[config.mk]
export PLATFORM = sky130hd
export DESIGN_NAME = riscv_test_sequencer_flat
export DESIGN_NICKNAME = d
export VERILOG_FILES = /design/src/rtl/riscv_test_sequencer_if.sv /design/src/rtl/riscv_test_sequencer.sv /design/src/flat_wrapper.sv
export SDC_FILE = /design/constraint.sdc
export NUM_CORES = 1
export LEC_CHECK = 0
export BUFFER_PORTS_ARGS = -buffer_cell sky130_fd_sc_hd__buf_4
export CAP_MARGIN = 5
export CELL_PAD_IN_SITES_DETAIL_PLACEMENT = 0
export CELL_PAD_IN_SITES_GLOBAL_PLACEMENT = 1
export CORE_AREA = 4 4 117 119
export CTS_BUF_LIST = sky130_fd_sc_hd__clkbuf_4
export CTS_CLUSTER_DIAMETER = 80
export CTS_CLUSTER_SIZE = 40
export DETAILED_ROUTE_END_ITERATION = 10
export DIE_AREA = 0 0 121 123
export GPL_TIMING_DRIVEN = 0
export PLACE_DENSITY_LB_ADDON = 0.25
export SKIP_CTS_REPAIR_TIMING = 1
export SYNTH_ARGS = -nofsm -noshare
export SYNTH_HDL_FRONTEND = slang
export SYNTH_SLANG_ARGS = --single-unit
[constraint.sdc]
create_clock -name clk_i -period 5 [get_ports clk_i]
set_clock_uncertainty 0.15 [all_clocks]
set_input_delay 1.5 -clock clk_i [delete_from_list [all_inputs] [get_ports clk_i]]
set_output_delay 1.5 -clock clk_i [all_outputs]
set_load 0.01 [all_outputs]
[src/rtl/riscv_test_sequencer_if.sv]
// Bundle of loader, core-control and result signals around the riscv-tests campaign sequencer.
// The master modport is the sequencer side; the slave modport is the bring-up environment side.
interface riscv_test_sequencer_if #(
    parameter int XLEN      = 32,
    parameter int ID_WIDTH  = 8,
    parameter int CNT_WIDTH = 16
);
    logic                 start;
    logic                 load_req;
    logic                 load_done;
    logic                 core_rst;
    logic                 flush;
    logic [XLEN-1:0]      flush_pc;
    logic [XLEN-1:0]      gp_value;
    logic [ID_WIDTH-1:0]  test_id;
    logic                 busy;
    logic                 result_valid;
    logic                 result_pass;
    logic                 result_timeout;
    logic [XLEN-2:0]      result_fail_num;
    logic [CNT_WIDTH-1:0] pass_count;
    logic [CNT_WIDTH-1:0] fail_count;
    logic                 done;

    modport master (
        input  start, load_done, flush, flush_pc, gp_value,
        output load_req, core_rst, test_id, busy, result_valid, result_pass,
               result_timeout, result_fail_num, pass_count, fail_count, done
    );

    modport slave (
        output start, load_done, flush, flush_pc, gp_value,
        input  load_req, core_rst, test_id, busy, result_valid, result_pass,
               result_timeout, result_fail_num, pass_count, fail_count, done
    );
endinterface

[src/rtl/riscv_test_sequencer.sv]
// Campaign controller: load, reset, run, settle and report each riscv-tests binary in turn.
// Optional RUN-state watchdog enabled by defining RISCV_TEST_SEQUENCER_TIMEOUT_EN.
module riscv_test_sequencer #(
    parameter int              NUM_TESTS      = 39,
    parameter int              ID_WIDTH       = 8,
    parameter int              XLEN           = 32,
    parameter logic [XLEN-1:0] END_PC         = 32'h2000_003C,
    parameter int              RST_CYCLES     = 10,
    parameter int              SETTLE_CYCLES  = 10,
    parameter int              TIMEOUT_CYCLES = 100000,
    parameter int              CNT_WIDTH      = 16
) (
    input  logic                  clk_i,
    input  logic                  rst_i,
    riscv_test_sequencer_if.master bus
);

    localparam logic [2:0] S_IDLE   = 3'd0;
    localparam logic [2:0] S_LOAD   = 3'd1;
    localparam logic [2:0] S_RESET  = 3'd2;
    localparam logic [2:0] S_RUN    = 3'd3;
    localparam logic [2:0] S_SETTLE = 3'd4;
    localparam logic [2:0] S_REPORT = 3'd5;

    // One shared cycle counter serves RESET, SETTLE and (optionally) RUN.
    localparam int CYC_MAX0 = (RST_CYCLES > SETTLE_CYCLES) ? RST_CYCLES : SETTLE_CYCLES;
    localparam int CYC_MAX  = (CYC_MAX0 > TIMEOUT_CYCLES) ? CYC_MAX0 : TIMEOUT_CYCLES;
    localparam int CW       = $clog2(CYC_MAX + 1);

    localparam logic [CW-1:0]        RST_LAST    = CW'(RST_CYCLES - 1);
    localparam logic [CW-1:0]        SETTLE_LAST = CW'(SETTLE_CYCLES - 1);
    localparam logic [ID_WIDTH-1:0]  LAST_ID     = ID_WIDTH'(NUM_TESTS - 1);
    localparam logic [CNT_WIDTH-1:0] CNT_MAX     = '1;

    logic [2:0]           state_q,    state_d;
    logic [ID_WIDTH-1:0]  test_id_q,  test_id_d;
    logic [CW-1:0]        cnt_q,      cnt_d;
    logic                 done_q,     done_d;
    logic                 pass_q,     pass_d;
    logic [XLEN-2:0]      fail_num_q, fail_num_d;
    logic [CNT_WIDTH-1:0] pass_cnt_q, pass_cnt_d;
    logic [CNT_WIDTH-1:0] fail_cnt_q, fail_cnt_d;
`ifdef RISCV_TEST_SEQUENCER_TIMEOUT_EN
    localparam logic [CW-1:0] TIMEOUT_LAST = CW'(TIMEOUT_CYCLES - 1);
    logic                 timeout_q,  timeout_d;
`endif

    logic end_flush;
    assign end_flush = bus.flush && (bus.flush_pc == END_PC);

    always_comb begin
        state_d    = state_q;
        test_id_d  = test_id_q;
        cnt_d      = cnt_q;
        done_d     = done_q;
        pass_d     = pass_q;
        fail_num_d = fail_num_q;
        pass_cnt_d = pass_cnt_q;
        fail_cnt_d = fail_cnt_q;
`ifdef RISCV_TEST_SEQUENCER_TIMEOUT_EN
        timeout_d  = timeout_q;
`endif
        case (state_q)
            S_IDLE: begin
                if (bus.start) begin
                    state_d    = S_LOAD;
                    test_id_d  = '0;
                    pass_cnt_d = '0;
                    fail_cnt_d = '0;
                    done_d     = 1'b0;
                end
            end
            S_LOAD: begin
                if (bus.load_done) begin
                    state_d = S_RESET;
                    cnt_d   = '0;
                end
            end
            S_RESET: begin
                if (cnt_q == RST_LAST) begin
                    state_d = S_RUN;
                    cnt_d   = '0;
                end else begin
                    cnt_d = cnt_q + CW'(1);
                end
            end
            S_RUN: begin
                // An end flush on the limit cycle takes priority over the timeout.
                if (end_flush) begin
                    state_d = S_SETTLE;
                    cnt_d   = '0;
                end
`ifdef RISCV_TEST_SEQUENCER_TIMEOUT_EN
                else if (cnt_q == TIMEOUT_LAST) begin
                    state_d    = S_REPORT;
                    pass_d     = 1'b0;
                    timeout_d  = 1'b1;
                    fail_num_d = '0;
                    if (fail_cnt_q != CNT_MAX) fail_cnt_d = fail_cnt_q + CNT_WIDTH'(1);
                end else begin
                    cnt_d = cnt_q + CW'(1);
                end
`endif
            end
            S_SETTLE: begin
                if (cnt_q == SETTLE_LAST) begin
                    state_d    = S_REPORT;
                    pass_d     = (bus.gp_value == XLEN'(1));
                    fail_num_d = bus.gp_value[XLEN-1:1];
`ifdef RISCV_TEST_SEQUENCER_TIMEOUT_EN
                    timeout_d  = 1'b0;
`endif
                    if (bus.gp_value == XLEN'(1)) begin
                        if (pass_cnt_q != CNT_MAX) pass_cnt_d = pass_cnt_q + CNT_WIDTH'(1);
                    end else begin
                        if (fail_cnt_q != CNT_MAX) fail_cnt_d = fail_cnt_q + CNT_WIDTH'(1);
                    end
                end else begin
                    cnt_d = cnt_q + CW'(1);
                end
            end
            S_REPORT: begin
                if (test_id_q == LAST_ID) begin
                    state_d = S_IDLE;
                    done_d  = 1'b1;
                end else begin
                    state_d   = S_LOAD;
                    test_id_d = test_id_q + ID_WIDTH'(1);
                end
            end
            default: state_d = S_IDLE;
        endcase
    end

    always_ff @(posedge clk_i or posedge rst_i) begin
        if (rst_i) begin
            state_q    <= S_IDLE;
            test_id_q  <= '0;
            cnt_q      <= '0;
            done_q     <= 1'b0;
            pass_q     <= 1'b0;
            fail_num_q <= '0;
            pass_cnt_q <= '0;
            fail_cnt_q <= '0;
`ifdef RISCV_TEST_SEQUENCER_TIMEOUT_EN
            timeout_q  <= 1'b0;
`endif
        end else begin
            state_q    <= state_d;
            test_id_q  <= test_id_d;
            cnt_q      <= cnt_d;
            done_q     <= done_d;
            pass_q     <= pass_d;
            fail_num_q <= fail_num_d;
            pass_cnt_q <= pass_cnt_d;
            fail_cnt_q <= fail_cnt_d;
`ifdef RISCV_TEST_SEQUENCER_TIMEOUT_EN
            timeout_q  <= timeout_d;
`endif
        end
    end

    // The core only runs while its program executes and drains; it is held in reset otherwise.
    assign bus.core_rst        = !((state_q == S_RUN) || (state_q == S_SETTLE));
    assign bus.load_req        = (state_q == S_LOAD);
    assign bus.busy            = (state_q != S_IDLE);
    assign bus.result_valid    = (state_q == S_REPORT);
    assign bus.test_id         = test_id_q;
    assign bus.done            = done_q;
    assign bus.result_pass     = pass_q;
    assign bus.result_fail_num = fail_num_q;
    assign bus.pass_count      = pass_cnt_q;
    assign bus.fail_count      = fail_cnt_q;
`ifdef RISCV_TEST_SEQUENCER_TIMEOUT_EN
    assign bus.result_timeout  = timeout_q;
`else
    assign bus.result_timeout  = 1'b0;
`endif

endmodule

[src/flat_wrapper.sv]
// flat-port wrapper written by rule: the top's interface ports become plain ports
module riscv_test_sequencer_flat 
#(
    parameter int              NUM_TESTS      = 39,
    parameter int              ID_WIDTH       = 8,
    parameter int              XLEN           = 32,
    parameter logic [XLEN-1:0] END_PC         = 32'h2000_003C,
    parameter int              RST_CYCLES     = 10,
    parameter int              SETTLE_CYCLES  = 10,
    parameter int              TIMEOUT_CYCLES = 100000,
    parameter int              CNT_WIDTH      = 16
)
  (clk_i, rst_i, bus_start, bus_load_done, bus_flush, bus_flush_pc, bus_gp_value, bus_load_req, bus_core_rst, bus_test_id, bus_busy, bus_result_valid, bus_result_pass, bus_result_timeout, bus_result_fail_num, bus_pass_count, bus_fail_count, bus_done);
  riscv_test_sequencer_if #(.XLEN(XLEN), .ID_WIDTH(ID_WIDTH), .CNT_WIDTH(CNT_WIDTH)) bus_i ();
  input  logic clk_i;
  input  logic rst_i;
  input wire logic [$bits(bus_i.start)-1:0] bus_start;
  input wire logic [$bits(bus_i.load_done)-1:0] bus_load_done;
  input wire logic [$bits(bus_i.flush)-1:0] bus_flush;
  input wire logic [$bits(bus_i.flush_pc)-1:0] bus_flush_pc;
  input wire logic [$bits(bus_i.gp_value)-1:0] bus_gp_value;
  output wire logic [$bits(bus_i.load_req)-1:0] bus_load_req;
  output wire logic [$bits(bus_i.core_rst)-1:0] bus_core_rst;
  output wire logic [$bits(bus_i.test_id)-1:0] bus_test_id;
  output wire logic [$bits(bus_i.busy)-1:0] bus_busy;
  output wire logic [$bits(bus_i.result_valid)-1:0] bus_result_valid;
  output wire logic [$bits(bus_i.result_pass)-1:0] bus_result_pass;
  output wire logic [$bits(bus_i.result_timeout)-1:0] bus_result_timeout;
  output wire logic [$bits(bus_i.result_fail_num)-1:0] bus_result_fail_num;
  output wire logic [$bits(bus_i.pass_count)-1:0] bus_pass_count;
  output wire logic [$bits(bus_i.fail_count)-1:0] bus_fail_count;
  output wire logic [$bits(bus_i.done)-1:0] bus_done;
  assign bus_i.start = bus_start;
  assign bus_i.load_done = bus_load_done;
  assign bus_i.flush = bus_flush;
  assign bus_i.flush_pc = bus_flush_pc;
  assign bus_i.gp_value = bus_gp_value;
  assign bus_load_req = bus_i.load_req;
  assign bus_core_rst = bus_i.core_rst;
  assign bus_test_id = bus_i.test_id;
  assign bus_busy = bus_i.busy;
  assign bus_result_valid = bus_i.result_valid;
  assign bus_result_pass = bus_i.result_pass;
  assign bus_result_timeout = bus_i.result_timeout;
  assign bus_result_fail_num = bus_i.result_fail_num;
  assign bus_pass_count = bus_i.pass_count;
  assign bus_fail_count = bus_i.fail_count;
  assign bus_done = bus_i.done;
  riscv_test_sequencer #(.NUM_TESTS(NUM_TESTS), .ID_WIDTH(ID_WIDTH), .XLEN(XLEN), .END_PC(END_PC), .RST_CYCLES(RST_CYCLES), .SETTLE_CYCLES(SETTLE_CYCLES), .TIMEOUT_CYCLES(TIMEOUT_CYCLES), .CNT_WIDTH(CNT_WIDTH)) u_core (.clk_i(clk_i), .rst_i(rst_i), .bus(bus_i));
endmodule
Word-level counts from Yosys, hierarchy flattened. Index checks and enable logic that the tools add are counted. W data, S select, Z words.

$add $sub $neg: 4. Equality and inequality tests: 23. Muxes and demuxes: 27. Reductions and logical operators: 15.

Operators with widths (count): $mux W16 (7); $mux W17 (4); $pmux W17 S4 (1); $pmux W16 S2 (2); $add A16 B1 Y16 const B (2); $eq A32 B1 Y1 const B (1); $eq A32 B30 Y1 const B (1); $ne A16 B16 Y1 const B (2); $pmux W3 S6 (1); $add A17 B1 Y17 const B (1); $eq A17 B4 Y1 const B (1); $mux W8 (2); $pmux W8 S2 (1); $mux W3 (5); $reduce_and A5 Y1 (3); $ne A2 B1 Y1 const B (7); $ne A2 B2 Y1 const B (5); $add A8 B1 Y8 const B (1); $eq A8 B6 Y1 const B (1); $eq A3 B2 Y1 const B (2); $eq A3 B3 Y1 const B (2); $reduce_and A3 Y1 (2); $reduce_and A4 Y1 (1); $reduce_bool A2 Y1 (2); 10 further kinds (12).

Register bits: 93. Bits of input ports: 69. Output and inout port bits: 78. Logic and storage cells: 77.

Logic depth before layout (Yosys ltp). Gate-level depths: netlist of the first run.

Word-level depth: 5. Gate-level depth with buffers: 10. Gate-level depth less buffers: 8.

Worst setup path before layout of the first run. OpenSTA, ideal clock, no wires.

Path kind: in2reg. Start point: in bus_flush_pc[10]. End point: reg u_core.cnt_q[10]. Arrival: 2933 ps. Required time: 4722 ps. Path slack: 1789 ps. Cell stages on the path: 7. Buffers on the path: 1. Cell sequence: or4_1 > nor3_2 > nor4b_4 > o22ai_2 > buf_6 > o21ai_0 > o31ai_1.

Longest elaborated chain between the ends: 4.

RTL lines: start: declaration (RTL line flat_wrapper.sv:20) `input wire logic [$bits(bus_i.flush_pc)-1:0] bus_flush_pc;`; $eq A32 B30 Y1 (RTL line riscv_test_sequencer.sv:49) `assign end_flush = bus.flush && (bus.flush_pc == END_PC);`; $logic_and A1 B1 Y1 (RTL line riscv_test_sequencer.sv:49); $ne A2 B1 Y1 (no line); $reduce_and A4 Y1 (no line); end signal: assignment (RTL line riscv_test_sequencer.sv:151) `cnt_q <= cnt_d;`; end: declaration (RTL line riscv_test_sequencer.sv:37) `logic [CW-1:0] cnt_q, cnt_d;`.

No other way between the ends. A chain may end at the register's enable or synchronous reset.

Worst setup path after layout of the first run.
Start point: reg u_core.state_q[0]. End point: out bus_core_rst.

Longest elaborated chain between the ends: 3. Elaborated cells on any way between the ends: 4.

RTL lines: start: declaration (RTL line riscv_test_sequencer.sv:35) `logic [2:0] state_q, state_d;`; start signal: assignment (RTL line riscv_test_sequencer.sv:149) `state_q <= state_d;`; $eq A3 B2 Y1 / $eq A3 B3 Y1 (equally long branches) (RTL line riscv_test_sequencer.sv:164) `assign bus.core_rst = !((state_q == S_RUN) || (state_q == S_SETTLE));`; $logic_or A1 B1 Y1 (*) (RTL line riscv_test_sequencer.sv:164); $logic_not A1 Y1 (*) (RTL line riscv_test_sequencer.sv:164); end: declaration (RTL line flat_wrapper.sv:23) `output wire logic [$bits(bus_i.core_rst)-1:0] bus_core_rst;`.

Mark *: on every way between the ends. The rest lies on a longest branch, timed or not.

==> results of run 1 <==
[metrics by stage]
stage	utilization, %	hold WS (ns)	setup TNS, ns
after global routing	50.96	0.3881	0
after detailed placement	49.92	0.3451	0
after floorplan	-	0.3291	0
final	50.96	0.3687	0
after CTS	50.94	0.3699	0
after global placement	49.68	0.3432	-29.92
[registers in the layout (all words and copies together), names as in the netlist]
register                    flops
u_core.bus.result_pass          1
u_core.bus.pass_count          16
u_core.state_q                  3
u_core.bus.test_id              8
u_core.cnt_q                   17
u_core.bus.done                 1
u_core.bus.result_fail_num     31
u_core.bus.fail_count          16
[layout by cell type, fill, tap and decap left out, drive strengths merged, types with 5 or more instances in the layout]
cell type	instances
buf	161
dfrtp	93
nand2	44
o21ai	42
nor2	42
mux2	33
nand3	26
a21oi	23
nand4	21
inv	20
clkbuf	16
nor4	14
o31ai	13
a31oi	13
nor3	11
and3	9
or3	8
xor2	6
ha	6
nor4b	6
o41ai	5
or4	5
[metal layers]
metal | wire [um] | vias up
met5 | 0 | -
met4 | 245 | 0
met3 | 804 | 21
met2 | 6927 | 136
met1 | 5894 | 2220
li1 | - | 2174
[cell type report]
| type | instances | area, um2 | area share (%) |
|---|---|---|---|
| multi-input cells | 366 | 2415 | 37.70 |
| flip-flops and latches | 93 | 2327 | 36.34 |
| repair buffers | 146 | 1116 | 17.43 |
| well taps | 172 | 215.2 | 3.360 |
| plain buffers | 21 | 122.6 | 1.914 |
| inverters | 20 | 77.57 | 1.211 |
| clock buffers | 10 | 75.07 | 1.172 |
| clock inverters | 6 | 53.80 | 0.8400 |
| diodes | 1 | 2.502 | 0.03907 |
[cells by family (layout without fill, tap and decap cells)]
group,after synthesis,in the layout,synth area share (%)
XOR/XNOR,6,6,1.064
AND/OR/NAND/NOR,201,201,23.35
adder cells (fa/ha/maj),6,6,1.520
multiplexers,36,36,8.131
flip-flops,93,93,47.11
buffers and inverters,41,203,4.002
other,1,2,0.07591
AO/OA/AOI/OAI,116,116,14.74
[worst paths after layout]
kind | startpoint | end | slack [ns] | depth (start not counted)
min | u_core.bus.fail_count[15] | u_core.bus.fail_count[15] | 0.37 | 1
min reg2reg | u_core.bus.fail_count[15] | u_core.bus.fail_count[15] | 0.37 | 1
max reg2reg | u_core.bus.pass_count[0] | u_core.bus.pass_count[15] | 2.42 | 6
max | u_core.state_q[0] | bus_core_rst | 1.00 | 5
max in group asynchronous | rst_i | u_core.bus.test_id[5] | 3.07 | 3
min in group asynchronous | rst_i | u_core.bus.result_fail_num[24] | 0.96 | 2
[where the power goes]
part           switching, mW  total (mW)  leakage [nW]  internal, mW
registers             0.0422       0.832          1.29         0.790
clock network          0.258       0.411        0.0689         0.152
logic                  0.438       0.704          1.62         0.265
total                  0.739        1.95          2.99          1.21
==> flow_metrics.tcl, run 1 <==
set metrics [dict create \
    layout_setup_ws_ns 1.001 \
    syn-num-nets 575 \
    nNetsFinal 732 \
    core-area_um2 12570 \
    critPathCaptureType "output pin" \
    detail_route.first_pass.iterations 5 \
    detailedPlace.worstSlack_ns 1.325 \
    timing.final.hold_violations 0 \
    critPathBufInv 3 \
    worst_skew_pair.late_latency_ns 0.47 \
    postSynthAreaPerCell_um2 9.879 \
    seq_total_area_yosys_pct 47.11 \
    global_route.overflow_total 0 \
    path_class "reg -> out" \
    hold_path.class "reg -> reg" \
    wl_um 13870 \
    synth.ff_latch_count 93 \
    grt_use_met2_pct 31.30 \
    cellPowerDensity_nw_per_um2 304.0 \
    path_delay_family "buffers and inverters" \
    run_status "finished, final reports clean" \
    port-buffer-count 145 \
    global_route_wire_length_before_repair_um 22500 \
    placed_cells_incl_taps 818 \
    synth_top_cells_by_count "93 x dfrtp_1, 44 x nand2_1, 42 x o21ai_0" \
    worst_path_largest_cell_delay_ns 0.45 \
    post_layout_nonfiller_instances 835 \
    total_power_mw 1.947 \
    clkSinkCount 93 \
    synth.top_cell.area_share_pct 47.11 \
    die_h_um 123 \
    clk_transition_reported_paths_ns 0.14 \
    cp_cell_sequence "clkbuf_1 -> nor3_2 -> clkbuf_1 -> a21oi_1 -> buf_4" \
    actual_transition_at_the_worst_max_transition_pin_ns 0.8359 \
    drt-vias-per-instance 5.450 \
    worst_ir_drop_vdd_mv 0.1465 \
    layout_min_cycle_time_ns 3.999 \
    setup_violations 0 \
    cts_buffer_depth 2 \
    global_route.usage.met1_pct 24.69 \
    gp_routability_congestion 0.8164 \
    chipWidth_um 121 \
    crit_path_required_time_ns 3.35 \
    final_layout_size_suffix_gt1_share_pct 34.44 \
    max_clock_freq_ghz 0.2501 \
    syn-instance-count 500 \
    initial_core_util_pct 39.30 \
    synth_largest_area_cell "dfrtp_1" \
    grt_antenna_before_repair 1 \
    dieArea_um2 14880 \
    grt-busiest-layer "met2" \
    filler_cell_count 1180 \
    critical_path.startpoint_type "flop" \
    grt_pass1_vias 4365 \
    proportion_of_register_bits_with_asynchronous_set_or_reset_after_synthesis_pct 100.0 \
    cellLeakagePower_nw 2.986 \
    synth_cell_type_count 61 \
    cts.root.buffer_cell "clkbuf_4" \
    post-synth-top-count-cell "dfrtp_1" \
    cts_buffers 9 \
    floorplan.io_pins 147 \
    post-route-cell-area_um2 6405 \
    cts_max_level 3 \
    synth_flop_cell "dfrtp_1" \
    fin_crit_sh_pct 79.97 \
    cp_slowest_cell "nor3_2" \
    critical_path.most_common_cell "clkbuf_1" \
    placed_area_um2 6274 \
    tritoncts "yes" \
    rows 41 \
    critical_path_peak_fanout 10 \
    number_of_synthesized_flops_with_an_enable_pin 0 \
    synth.area.top_cells "dfrtp_1 47%, mux2_2 7.5%, o21ai_0 4.3%" \
    post_synth_instance_area_um2 4940 \
    cp_data_arrival_time_ns 2.35 \
    rsz0062_at_grt "false" \
    final_hpwl_dp_um 10410 \
    max_cap_violations 0 \
    gr-usage-all-layers_pct 19.08 \
    ys.warnings.count 0 \
    relSlewSlack_pct 43.39 \
    fraction_of_met3_tracks_used_by_global_routing_pct 4.895 \
    post-route-drc-count 0 \
    routedWlPerCell_um 16.61 \
    dr_total_vias 4551 \
    syn2layout_area_growth_pct 29.66 \
    grt_start_max_net_pins 53 \
    slew_violations 0 \
    number_of_drc_violations_after_detailed_routing_iteration_0 244 \
    detail-route-antenna-nets 0 \
]
Note: power is estimated with default switching activity, not from simulation.
==> run 2, diff against run 1 <==
==> constraint.sdc (replaced) <==
create_clock -name clk_i -period 3.7 [get_ports clk_i]
set_clock_uncertainty 0.15 [all_clocks]
set_input_delay 1.11 -clock clk_i [delete_from_list [all_inputs] [get_ports clk_i]]
set_output_delay 1.11 -clock clk_i [all_outputs]
set_load 0.01 [all_outputs]
==> flow_metrics.tcl, run 2 (synthesized netlist as in run 1, its figures left out) <==
set metrics [dict create \
    cts.root.buffer_cell "clkbuf_4" \
    grt_start_max_net_pins 53 \
    drt-vias-per-instance 5.413 \
    layout_min_cycle_time_ns 3.449 \
    floorplan.io_pins 147 \
    placed_area_um2 6274 \
    flip_flop_count_of_the_largest_register_all_copies_and_words_added 31 \
    actual_transition_at_the_worst_max_transition_pin_ns 0.8381 \
    cp_cell_sequence "clkbuf_1 -> nor3_2 -> clkbuf_2 -> a21oi_1 -> buf_4" \
    worst_skew_pair.late_latency_ns 0.47 \
    dr_total_vias 4520 \
    critical_path.startpoint_type "flop" \
    cp_slowest_cell "nor3_2" \
    mostFrequentLayoutCell "buf_4" \
    cts_buffer_depth 2 \
    rows 41 \
    cts_buffers 9 \
    critPathCaptureType "output pin" \
    worst_path_largest_cell_delay_ns 0.45 \
    nNetsFinal 732 \
    die_h_um 123 \
    clk_transition_reported_paths_ns 0.14 \
    global_route.overflow_total 0 \
    chipWidth_um 121 \
    slew_violations 0 \
    worst_ir_drop_vdd_mv 0.1980 \
    syn2layout_area_growth_pct 29.69 \
    gr-usage-all-layers_pct 19.08 \
    total_power_mw 2.627 \
    global_route_wire_length_before_repair_um 22500 \
    port-buffer-count 145 \
    number_of_drc_violations_after_detailed_routing_iteration_0 246 \
    cp_data_arrival_time_ns 2.19 \
    setup_violations 0 \
    grt-busiest-layer "met2" \
    crit_path_required_time_ns 2.44 \
    cellPowerDensity_nw_per_um2 410.0 \
    grt_pass1_vias 4365 \
    post-route-drc-count 0 \
    post-route-cell-area_um2 6406 \
    rsz0062_at_grt "false" \
    final_layout_size_suffix_gt1_share_pct 34.59 \
    initial_core_util_pct 39.30 \
    layout_common_cells "148 x buf_4, 93 x dfrtp_1, 44 x nand2_1, 42 x o21ai_0, 39 x nor2_1" \
    clkSinkCount 93 \
    tritoncts "yes" \
    timing.final.hold_violations 0 \
    fin_crit_sh_pct 93.22 \
    max_clock_freq_ghz 0.2899 \
    cellLeakagePower_nw 2.990 \
    grt_use_met2_pct 31.30 \
    core-area_um2 12570 \
    run_status "finished, final reports clean" \
    path_class "reg -> out" \
    routedWlPerCell_um 16.56 \
    critical_path_peak_fanout 10 \
    fraction_of_met3_tracks_used_by_global_routing_pct 4.895 \
    detail-route-antenna-nets 0 \
    max_cap_violations 0 \
    gp_routability_congestion 0.8164 \
    final_hpwl_dp_um 10410 \
    hold_path.class "reg -> reg" \
    global_route.usage.met1_pct 24.69 \
    cts_max_level 3 \
    grt_antenna_before_repair 1 \
    relSlewSlack_pct 43.24 \
    critPathBufInv 3 \
    dieArea_um2 14880 \
    detail_route.first_pass.iterations 5 \
    wl_um 13830 \
    path_delay_family "buffers and inverters" \
]
run 2: cell counts in the layout (fill, tap and decap cells not counted):
Identical to the previous run, type by type.
run 2: path summary, 6_finish.rpt:
check	start	endpoint	slack, ns	depth (start not counted)
setup / recovery	u_core.state_q[0]	bus_core_rst	0.25	5
hold / removal	u_core.bus.fail_count[15]	u_core.bus.fail_count[15]	0.37	1
setup reg to reg	u_core.bus.pass_count[0]	u_core.bus.pass_count[15]	1.12	6
hold reg to reg	u_core.bus.fail_count[15]	u_core.bus.fail_count[15]	0.37	1
max in group asynchronous	rst_i	u_core.bus.test_id[5]	2.15	3
min in group asynchronous	rst_i	u_core.bus.result_fail_num[24]	0.58	2
run 2: power breakdown:
part	leakage (nW)	total, mW	internal (mW)	switching (mW)
registers	1.29	1.12	1.07	0.0570
logic	1.63	0.947	0.359	0.588
clock network	0.0689	0.555	0.206	0.348
total	2.99	2.63	1.63	0.994
run 2: layer usage:
layer | vias up | routed length [um]
met5 | - | 0
met4 | 0 | 221
met3 | 17 | 767
met2 | 122 | 6922
met1 | 2206 | 5918
li1 | 2175 | -
run 2: final cells by class:
class                      instances  area (um2)
clock inverter                     6       53.80
clock buffer                      10       75.07
multi-input combinational        366        2415
tap                              172       215.2
timing repair buffer             146        1116
sequential                        93        2327
antenna                            1       2.502
inverter                          20       77.57
fill                            1179        6162
buffer                            21       123.9
run 2: stage by stage:
stage | hold slack (ns) | setup slack (ns) | setup TNS [ns] | cells | util, %
5_1_grt | 0.3881 | 0.02832 | 0 | 835 | 50.97
6_report | 0.3690 | 0.2510 | 0 | 835 | 50.97
3_5_place_dp | 0.3451 | 0.4150 | 0 | 818 | 49.92
4_1_cts | 0.3699 | 0.009952 | 0 | 834 | 50.94
2_1_floorplan | 0.3291 | 0.01969 | 0 | 500 | -
3_3_place_gp | 0.3432 | -1.234 | -114.55 | 817 | 49.68
==> run 3, diff against run 2 <==
--- a/config.mk
+++ b/config.mk
@@ -9,12 +9,12 @@
 export CAP_MARGIN = 5
 export CELL_PAD_IN_SITES_DETAIL_PLACEMENT = 0
 export CELL_PAD_IN_SITES_GLOBAL_PLACEMENT = 1
-export CORE_AREA = 4 4 117 119
+export CORE_AREA = 4 4 113 115
 export CTS_BUF_LIST = sky130_fd_sc_hd__clkbuf_4
 export CTS_CLUSTER_DIAMETER = 80
 export CTS_CLUSTER_SIZE = 40
 export DETAILED_ROUTE_END_ITERATION = 10
-export DIE_AREA = 0 0 121 123
+export DIE_AREA = 0 0 117 119
 export GPL_TIMING_DRIVEN = 0
 export PLACE_DENSITY_LB_ADDON = 0.25
 export SKIP_CTS_REPAIR_TIMING = 1
==> constraint.sdc (replaced) <==
create_clock -name clk_i -period 4.3 [get_ports clk_i]
set_clock_uncertainty 0.15 [all_clocks]
set_input_delay 1.29 -clock clk_i [delete_from_list [all_inputs] [get_ports clk_i]]
set_output_delay 1.29 -clock clk_i [all_outputs]
set_load 0.01 [all_outputs]
==> flow_metrics.tcl, run 3 (synthesized netlist as in run 1, its figures left out) <==
set metrics [dict create \
    run_status "finished, final reports clean" \
    die_h_um 119 \
    grt_use_met2_pct 34.07 \
    core-area_um2 11810 \
    hold_path.class "reg -> reg" \
    grt-busiest-layer "met2" \
    gr-usage-all-layers_pct 20.93 \
    syn2layout_area_growth_pct 28.52 \
    p_sw_uw 858.3 \
    chipWidth_um 117 \
    max_clock_freq_ghz 0.2607 \
    clkSinkCount 93 \
    relSlewSlack_pct 39.27 \
    worst_skew_pair.late_latency_ns 0.47 \
    nNetsFinal 732 \
    path_class "reg -> out" \
    layout_min_cycle_time_ns 3.836 \
    slew_violations 0 \
    actual_transition_at_the_worst_max_transition_pin_ns 0.8968 \
    cts_buffer_depth 2 \
    routedWlPerCell_um 17.42 \
    fin_crit_sh_pct 89.22 \
    rsz0062_at_grt "false" \
    setup_violations 0 \
    crit_path_required_time_ns 2.86 \
    wl_um 14090 \
    detail_route.first_pass.iterations 6 \
    critPathBufInv 3 \
    cell_internal_pwr_mw 1.360 \
    cellPowerDensity_nw_per_um2 349.4 \
    grt_start_max_net_pins 49 \
    critical_path_peak_fanout 10 \
    cp_data_arrival_time_ns 2.40 \
    power_frac_seq_pct 43.7 \
    hold-worst-slack_ns 0.3698 \
    timing.final.hold_violations 0 \
    global_route_wire_length_before_repair_um 23140 \
    final_core_utilization_pct 53.75 \
    final_hpwl_dp_um 10660 \
    cts_max_level 3 \
    rows 40 \
    path_delay_family "buffers and inverters" \
    layout_common_cells "148 x buf_4, 93 x dfrtp_1, 44 x nand2_1, 42 x o21ai_0, 39 x nor2_1" \
    number_of_drc_violations_after_detailed_routing_iteration_0 250 \
    global_route.usage.met1_pct 27.34 \
    fraction_of_met3_tracks_used_by_global_routing_pct 3.354 \
    flip_flop_count_of_the_largest_register_all_copies_and_words_added 31 \
    cts_buffers 9 \
    dr_total_vias 4515 \
    tritoncts "yes" \
    cellLeakagePower_nw 2.982 \
    switching_share_pct 38.69 \
    final_layout_size_suffix_gt1_share_pct 34.64 \
    cp_slowest_cell "clkbuf_1" \
    gp_routability_congestion 0.8162 \
    critical_path.startpoint_type "flop" \
    cts.root.buffer_cell "clkbuf_4" \
    drt-vias-per-instance 5.581 \
    post_layout_nonfiller_instances 809 \
    critical_path.most_common_cell "clkbuf_1" \
    worst_path_largest_cell_delay_ns 0.47 \
    post-route-drc-count 0 \
    worst_ir_drop_vdd_mv 0.1636 \
    mostFrequentLayoutCell "buf_4" \
    grt_antenna_before_repair 1 \
    floorplan.io_pins 147 \
    cp_cell_sequence "clkbuf_1 -> nor3_2 -> clkbuf_1 -> a21oi_1 -> buf_4" \
    placed_cells_incl_taps 793 \
    max_cap_violations 0 \
    fraction_of_power_consumed_by_combinational_cells_pct 37.3 \
    global_route.overflow_total 0 \
    critPathCaptureType "output pin" \
    clk_transition_reported_paths_ns 0.15 \
    power.clock.fraction_pct 19.1 \
    port-buffer-count 145 \
    grt_pass1_vias 4603 \
    initial_core_util_pct 41.82 \
    dieArea_um2 13920 \
    detail-route-antenna-nets 0 \
]
==> run 3: final timing paths <==
| path | from | to | slack, ns | cells after the start |
|---|---|---|---|---|
| worst min register to register | u_core.bus.fail_count[15] | u_core.bus.fail_count[15] | 0.37 | 1 |
| max in group asynchronous | rst_i | u_core.bus.pass_count[6] | 2.61 | 3 |
| worst max register to register | u_core.bus.pass_count[0] | u_core.bus.pass_count[15] | 1.67 | 6 |
| worst min-delay path | u_core.bus.fail_count[15] | u_core.bus.fail_count[15] | 0.37 | 1 |
| min in group asynchronous | rst_i | u_core.state_q[0] | 0.74 | 2 |
| worst max-delay path | u_core.state_q[0] | bus_core_rst | 0.46 | 5 |
==> run 3: cell type report <==
| cell class | instances | area, um2 |
|---|---|---|
| flip-flops and latches | 93 | 2327 |
| clock inverters | 3 | 13.76 |
| diodes | 1 | 2.502 |
| repair buffers | 146 | 1116 |
| fillers | 1104 | 5463 |
| multi-input cells | 366 | 2415 |
| plain buffers | 21 | 122.6 |
| inverters | 20 | 77.57 |
| well taps | 147 | 183.9 |
| clock buffers | 12 | 90.09 |
==> run 3: power groups by stage <==
stage / combinational, mW / clock, mW / sequential (mW)
3_5_place_dp: 0.824 / 0 / 0.985
2_1_floorplan: 0.521 / 0 / 0.982
3_3_place_gp: 0.804 / 0 / 0.982
5_1_grt: 0.911 / 0.483 / 0.977
4_1_cts: 0.826 / 0.440 / 0.968
6_report: 0.827 / 0.423 / 0.969
==> run 3: routing by layer <==
metal,up-vias,wire length [um]
met5,-,0
met4,0,354
met3,26,525
met2,108,7030
met1,2211,6180
li1,2170,-
==> run 3: worst register-to-register path, cell delays in order (launching register included) <==
cell and delay (ns):
dfrtp_1 0.45, ha_1 0.23, nand3_1 0.24, or2_2 0.40, o311ai_1 0.80, or2_1 0.21
mux2i_1 0.06
==> run 3: stage by stage <==
stage | setup TNS (ns) | power (mW) | area [um2] | setup WS, ns
after floorplan | 0 | 1.503 | 4940 | 0.4397
after global placement | -69.87 | 1.786 | 6212 | -0.7582
after detailed placement | 0 | 1.809 | 6242 | 0.7786
after CTS | 0 | 2.234 | 6346 | 0.4056
after global routing | 0 | 2.371 | 6349 | 0.2829
final | 0 | 2.218 | 6349 | 0.4636
